==> src/rtl/receptor_n_uc.sv <==
// Multi-byte receive controller: gathers NUM_BYTES parity-checked bytes from
// the serial byte receiver and publishes them as one word in a single update.
// It supports either byte order, an inter-byte timeout, error codes and a
// saturating error counter.
module receptor_n_uc #(
  parameter  int BYTE_W    = 8,
  parameter  int NUM_BYTES = 2,
  parameter  int MSB_FIRST = 0,
  parameter  int TIMEOUT   = 1000,
  localparam int IDX_W     = (NUM_BYTES > 1) ? $clog2(NUM_BYTES) : 1
) (
  input  logic                          clock,
  input  logic                          reset,
  input  logic                          habilita,
  input  logic                          fim_receber,
  input  logic [BYTE_W-1:0]             byte_dado,
  input  logic                          parity_ok,
  input  logic                          limpa_erros,
  output logic [NUM_BYTES*BYTE_W-1:0]   dado,
  output logic                          pronto,
  output logic                          erro,
  output logic [1:0]                    erro_codigo,
  output logic [7:0]                    contagem_erros,
  output logic [IDX_W-1:0]              db_indice,
  output logic [2:0]                    db_estado
);

  // The timer only has to reach TIMEOUT-1, so clog2(TIMEOUT) bits suffice.
  localparam int TMR_W = (TIMEOUT > 1) ? $clog2(TIMEOUT) : 1;
  localparam logic [TMR_W-1:0] TMR_LAST = TMR_W'((TIMEOUT > 0) ? TIMEOUT - 1 : 0);
  localparam logic [IDX_W-1:0] IDX_LAST = IDX_W'(NUM_BYTES - 1);
  localparam int WORD_W = NUM_BYTES * BYTE_W;

  typedef enum logic [2:0] {
    ESPERA  = 3'd0,
    CARREGA = 3'd1,
    FIM     = 3'd2,
    ERRO    = 3'd3
  } estado_t;

  estado_t            state, state_next;
  logic [IDX_W-1:0]   index;
  logic [TMR_W-1:0]   timer;
  logic [BYTE_W-1:0]  hold;
  logic [WORD_W-1:0]  buffer;
  logic [WORD_W-1:0]  merged;
  logic [IDX_W-1:0]   slot;
  logic               timeout_hit;

  // Timeout only matters once a word is partly built; with a single byte per
  // word the index never leaves 0, so it can never fire.
  assign timeout_hit = (TIMEOUT > 0) && (index != '0) && (timer == TMR_LAST);

  // Byte order chooses which slot the current byte lands in.
  assign slot = (MSB_FIRST != 0) ? (IDX_LAST - index) : index;

  // Partial buffer with the held byte merged into its slot; this is both the
  // next buffer value and, on the last byte, the published word.
  generate
    for (genvar gi = 0; gi < NUM_BYTES; gi++) begin : g_merge
      assign merged[gi*BYTE_W +: BYTE_W] =
        (slot == IDX_W'(gi)) ? hold : buffer[gi*BYTE_W +: BYTE_W];
    end
  endgenerate

  // State register.
  always_ff @(posedge clock or negedge reset) begin
    if (!reset) state <= ESPERA;
    else        state <= state_next;
  end

  // Next-state decode.
  always_comb begin
    state_next = ESPERA;
    case (state)
      ESPERA: begin
        state_next = ESPERA;
        if (habilita) begin
          if (fim_receber)      state_next = parity_ok ? CARREGA : ERRO;
          else if (timeout_hit) state_next = ERRO;
        end
      end
      CARREGA: state_next = (index == IDX_LAST) ? FIM : ESPERA;
      FIM:     state_next = ESPERA;
      ERRO:    state_next = ESPERA;
      default: state_next = ESPERA;
    endcase
  end

  // Datapath: byte capture, slot index, inter-byte timer, word publish, error code.
  always_ff @(posedge clock or negedge reset) begin
    if (!reset) begin
      index       <= '0;
      timer       <= '0;
      hold        <= '0;
      buffer      <= '0;
      dado        <= '0;
      erro_codigo <= 2'b00;
    end else begin
      case (state)
        ESPERA: begin
          if (!habilita) begin
            index <= '0;
            timer <= '0;
          end else if (fim_receber) begin
            if (parity_ok) hold <= byte_dado;
            else           erro_codigo <= 2'b01;
          end else if (timeout_hit) begin
            erro_codigo <= 2'b10;
          end else if (index != '0 && TIMEOUT > 0) begin
            timer <= timer + TMR_W'(1);
          end else begin
            timer <= '0;
          end
        end
        CARREGA: begin
          buffer <= merged;
          timer  <= '0;
          if (index == IDX_LAST) dado  <= merged;
          else                   index <= index + IDX_W'(1);
        end
        FIM: begin
          erro_codigo <= 2'b00;
          index       <= '0;
        end
        ERRO: begin
          index  <= '0;
          timer  <= '0;
          buffer <= '0;
        end
        default: begin
          index <= '0;
          timer <= '0;
        end
      endcase
    end
  end

  // Saturating error counter; a clear wins over a same-cycle increment.
  always_ff @(posedge clock or negedge reset) begin
    if (!reset)                                   contagem_erros <= 8'd0;
    else if (limpa_erros)                         contagem_erros <= 8'd0;
    else if (state == ERRO && contagem_erros != 8'hFF) contagem_erros <= contagem_erros + 8'd1;
  end

  assign pronto    = (state == FIM);
  assign erro      = (state == ERRO);
  assign db_indice = index;
  assign db_estado = state;

endmodule

==> config.mk <==
export PLATFORM = sky130hd
export DESIGN_NAME = receptor_n_uc
export DESIGN_NICKNAME = d
export VERILOG_FILES = /design/src/rtl/receptor_n_uc.sv
export SDC_FILE = /design/constraint.sdc
export NUM_CORES = 1
export LEC_CHECK = 0
export CORE_AREA = 2 2 76 78
export CTS_CLUSTER_DIAMETER = 200
export CTS_CLUSTER_SIZE = 8
export DETAILED_ROUTE_END_ITERATION = 8
export DIE_AREA = 0 0 78 80
export PLACE_DENSITY = 0.73
export SLEW_MARGIN = 20
export SYNTH_ARGS = -nofsm -noshare
export SYNTH_HDL_FRONTEND = slang
export SYNTH_SLANG_ARGS = --single-unit
==> constraint.sdc <==
create_clock -name clock -period 4.6 [get_ports clock]
set_input_delay 0.92 -clock clock [delete_from_list [all_inputs] [get_ports clock]]
set_output_delay 0.92 -clock clock [all_outputs]
set_load 0.01 [all_outputs]
==> flow_metrics.tcl, run 1 <==
set metrics [dict create \
    p_per_area_mw_per_mm2 423 \
    h-tree-depth 2 \
    syn_nets 257 \
    crit_type "flop to output pin" \
    antenna_found_initial 0 \
    grt_max_degree 56 \
    first_iter_violations 113 \
    hold_path_end "dado[4]" \
    post_cts_buffers 0 \
    io_pins 46 \
    nFillCells 486 \
    synth_compound_area_share_pct 14.6 \
    cpPeakStageDelay_ps 950 \
    cts_hold_buf 0 \
    ir_drop_mv 0.322 \
    rows 27 \
    synthesis.instances 241 \
    ys_ff_latch 55 \
    r2r_cells 2 \
    synth_edf_count 0 \
    cp.arrival_ps 2110 \
    muxShareOfSynthArea_pct 9.32 \
    finalCriticalPeriod_ps 3030 \
    portBuffers 44 \
    synth_fa_ha_area_share_pct 0.951 \
    path_clk_slew_ps 90 \
    synth-xor-area-share_pct 2.00 \
    path_cells "nand2_1, inv_1, clkdlybuf4s50_1" \
    cp-end-kind "output pin" \
    grt_pass1_vias 1874 \
    cts_inserted_buffers 5 \
    leakage_nw 1.34 \
    start_kind "flop" \
    synth.avg_cell_area_sq_um 10.9 \
    num-nets-final 290 \
    cts.repair.resized 0 \
    dieArea_sq_mm 0.00624 \
    synth-simple-area-share_pct 15.1 \
    drt_wl_total_um 5140 \
    tightest_slew_ps 910 \
    diodes 0 \
    fmax_mhz 330 \
    r2r_start "db_estado[0]" \
    rrSetupSlack_ps 2120 \
    cp_max_fo 29 \
    clock_path_buffers 2 \
    synthArstFlopShare_pct 100 \
    dieWidth_um 78 \
    synth_top_family_by_area "simple AND/OR/NAND/NOR gates" \
    holdCritPathClass "flop to flop" \
    synth_top_flop_cell "dfrtp_1" \
    vias 1868 \
    finalCritPeriodShare_pct 65.8 \
    grt_setup_unrepaired "no" \
    core-area_sq_mm 0.00541 \
    vias_per_cell 5.38 \
    clock_latency_ps 310 \
    crit_start "db_estado[0]" \
    maxSlewHeadroom_pct 39.4 \
    first_pass_iters 4 \
    r2r_end "dado[1]" \
    cts_sinks 55 \
    status "completed" \
    yosys_warnings 0 \
    skew_ps 9.73 \
    postRouteAntennaNets 0 \
    ys_seq_area_share_pct 52.3 \
    maxCapViolations 0 \
    synth_cell_type_count 53 \
    routedWlPerCell_um 14.8 \
    die_height_um 80 \
    area_growth_pct 19.8 \
    min_from "dado[4]" \
    grt_pass1_wl_um 8940 \
    drive_above_1_share_pct 11.3 \
    drc 0 \
    hpwl_um 3560 \
    gp_congestion 0.812 \
    setup_viol 0 \
    syn_area_sq_mm 0.00263 \
    track_usage_pct 18.2 \
    cts_tree "done" \
    grt_overflow 0 \
    drv_slew 0 \
    hold_depth 2 \
    cts_root_buf "clkbuf_8" \
    cpMaxStageDelayCell "dfrtp_1" \
    finalHoldViolations 0 \
    fin_setup_tns_ps 0 \
    cp_data_required_time_ps 3680 \
    start_util_pct 48.7 \
    utilization_pct 58.3 \
]
## routing by layer
layer / part of all wire, % / global-route usage [%] / routed length (um)
met5: 0 / 0 / 0
met3: 4.4 / 5.09 / 226
met1: 48 / 25.4 / 2450
met4: 0.64 / 4.21 / 33
met2: 47 / 28.2 / 2430
## how the worst max path moves through the flow
stage | endpoint | slack [ps]
finish | erro | 1570
global route | erro | 1430
CTS | erro | 1570
detailed placement | hold[2] | 1810
global placement | hold[4] | 1860
floorplan | hold[0] | 2660
## state kept, by name, indices dropped and copies added (netlist names)
name / count
buffer: 8
contagem_erros: 8
dado: 16
db_estado: 2
db_indice: 1
erro_codigo: 2
hold: 8
timer: 10
## report_power, final
group	switching, W	internal [W]	leakage, nW
sequential	0.0000950	0.000611	0.706
combinational	0.000143	0.000222	0.592
clock	0.000154	0.000107	0.0412
total	0.000392	0.000940	1.34
## layout make-up
class	count	area (sq um)	share of cell area [%]
tap	72	90.1	2.86
inverter	13	48.8	1.55
clock inverter	2	12.5	0.397
clock buffer	6	72.6	2.30
sequential	55	1380	43.7
timing repair buffer	45	443	14.1
multi-input combinational	154	1110	35.1
## through the flow
step	setup slack, ps	std cells	hold WS (ps)	cell area (sq um)	power (W)
floorplan	2660	241	470	2630	0.000873
global placement	1860	339	468	3070	0.00107
detailed placement	1810	339	473	3070	0.00108
CTS	1570	347	494	3150	0.00135
global route	1430	347	523	3150	0.00142
finish	1570	347	487	3150	0.00133
## cells in the final DEF (no fill, tap or decap), drive strengths merged, types with 3 or more instances in the layout
cell type and n:
a31oi 3, o21ai 9, mux2 20, o31ai 4, o22ai 5, a21oi 16
or3 3, o2bb2ai 4, dfrtp 55, a211oi 3, clkbuf 6, nor3 3
nor2 18, xor2 4, and3 3, and4 3, nor2b 3, inv 13
nand2 19, clkdlybuf4s50 43, o211ai 4, nand3 5
## synth_stat cells (all sizes together) (4+ instances only)
master   instances  share of area [%]
o21ai            9                1.7
inv             13                1.9
nand3            5               0.95
o31ai            4                1.5
dfrtp           55                 52
nand2           19                2.7
o2bb2ai          4                1.3
clkbuf           5               0.71
nor2            18                2.7
mux2            20                8.6
xor2             4                1.3
o211ai           4                1.1
o22ai            5                1.2
a21oi           16                3.2
buf             14                3.0
## critical path, delay by kind of cell (launching register included)
family                 cells  cell delay [ps]
AND/OR/NAND/NOR            1              190
buffers and inverters      2              660
flip-flops                 1              950
## cells by family (layout without fill, tap and decap cells)
kind of cell	count (synthesis)	in the layout
AOI/OAI and AO/OA	56	56
xor gates and xnor gates	6	6
adders and majority gates	2	2
buffers and inverters	32	66
DFF	55	55
muxes	22	22
other	1	1
and+or+nand+nor	67	67
Note: power is estimated with default switching activity, not from simulation.
==> run 2: changes to the inputs <==
clock period = 2.9 ns   (was 4.6 ns; I/O delays follow)
==> flow_metrics.tcl, run 2 (synthesized netlist as in run 1, its figures left out) <==
set metrics [dict create \
    postRouteAntennaNets 0 \
    cts_inserted_buffers 5 \
    setup_viol 0 \
    tightest_slew_ps 932 \
    mostFrequentLayoutCell "dfrtp_1" \
    fin_area_sq_mm 0.00318 \
    fin_setup_tns_ps 0 \
    rrSetupSlack_ps 650 \
    vias_per_cell 5.38 \
    grt_pass1_vias 1822 \
    core-area_sq_mm 0.00541 \
    finalCriticalPeriod_ps 2250 \
    start_kind "flop" \
    clock_latency_ps 300 \
    vias 1889 \
    drc 0 \
    track_usage_pct 17.9 \
    gp_congestion 0.790 \
    num-nets-final 294 \
    r2r_start "db_estado[0]" \
    io_pins 46 \
    post_cts_buffers 0 \
    drt_wl_total_um 5270 \
    first_iter_violations 108 \
    cts_root_buf "clkbuf_8" \
    cts_hold_buf 0 \
    p_per_area_mw_per_mm2 668 \
    cts_tree "done" \
    cts.repair.resized 0 \
    r2r_end "dado[1]" \
    rows 27 \
    area_growth_pct 20.9 \
    clock_path_buffers 2 \
    layout_common_cells "55 x dfrtp_1, 43 x clkdlybuf4s50_1, 19 x nand2_1, 17 x nor2_1, 15 x a21oi_1" \
    leakage_nw 1.36 \
    cp_max_fo 21 \
    finalHoldViolations 0 \
    routedWlPerCell_um 15.0 \
    fmax_mhz 444 \
    cpPeakStageDelay_ps 680 \
    diodes 0 \
    ir_drop_mv 0.421 \
    cp_data_required_time_ps 3080 \
    first_pass_iters 4 \
    cp-end-kind "flop" \
    path_clk_slew_ps 100 \
    die_height_um 80 \
    h-tree-depth 2 \
    reg.largest.list "dado: 16 flops, timer: 10 flops" \
    grt_pass1_wl_um 8870 \
    grt_max_degree 42 \
    dieWidth_um 78 \
    portBuffers 44 \
    crit_start "db_estado[0]" \
    holdCritPathClass "input port to async pin" \
    hpwl_um 3710 \
    antenna_found_initial 0 \
    critPathBufInv 1 \
    largest-register "dado" \
    cpMaxStageDelayCell "nand3b_1" \
    drive_above_1_share_pct 12.5 \
    cp.arrival_ps 2440 \
    cts_sinks 55 \
    maxSlewHeadroom_pct 37.7 \
    maxCapViolations 0 \
    path_cells "buf_4, nand3b_1, mux2_1" \
    drv_slew 0 \
    crit_cells 3 \
    status "completed" \
    largest_reg_flops 16 \
    crit_type "flop to flop" \
    grt_overflow 0 \
    grt_setup_unrepaired "no" \
    finalCritPeriodShare_pct 77.6 \
    start_util_pct 48.7 \
    dieArea_sq_mm 0.00624 \
    dpl_cell_area_sq_mm 0.00310 \
    crit_family "simple AND/OR/NAND/NOR gates" \
    r2r_cells 3 \
    skew_ps 5.05 \
]
[run 2: area by class of cell]
cell class                      instances  area, sq um
Fill cell                             484         2220
Sequential cell                        55         1380
Multi-Input combinational cell        154         1110
Timing Repair Buffer                   49          473
Tap cell                               72         90.1
Clock buffer                            6         72.6
Inverter                               13         48.8
Clock inverter                          2         12.5
[run 2: worst max path at each step]
stage | endpoint | slack (ps)
after floorplan | hold[0] | 1280
after global placement | hold[3] | 470
after detailed placement | hold[1] | 400
after CTS | dado[1] | 600
after global routing | dado[1] | 440
final | dado[1] | 650
[run 2: routing by layer]
layer,share of wire [%],global-route usage (%),vias up
met4,0.36,3.16,0
li1,-,-,920
met2,49,29.4,46
met1,46,24.6,921
met3,4.4,4.19,2
met5,0,0,-
[run 2: report_power, final]
part | total, W | switching [W] | internal, W
registers | 0.00110 | 0.000132 | 0.000970
clock network | 0.000416 | 0.000247 | 0.000170
logic | 0.000606 | 0.000248 | 0.000358
[run 2: through the flow]
| stage | cells | setup WS (ps) | hold WS, ps | util (%) | total power [W] |
|---|---|---|---|---|---|
| after detailed placement | 343 | 402 | 471 | 57.3 | 0.00173 |
| final | 351 | 648 | 398 | 58.8 | 0.00212 |
| after global placement | 343 | 467 | 469 | 57.3 | 0.00171 |
| after floorplan | 241 | 1280 | 284 | - | 0.00139 |
| after CTS | 351 | 600 | 438 | 58.8 | 0.00215 |
| after global routing | 351 | 438 | 477 | 58.8 | 0.00225 |
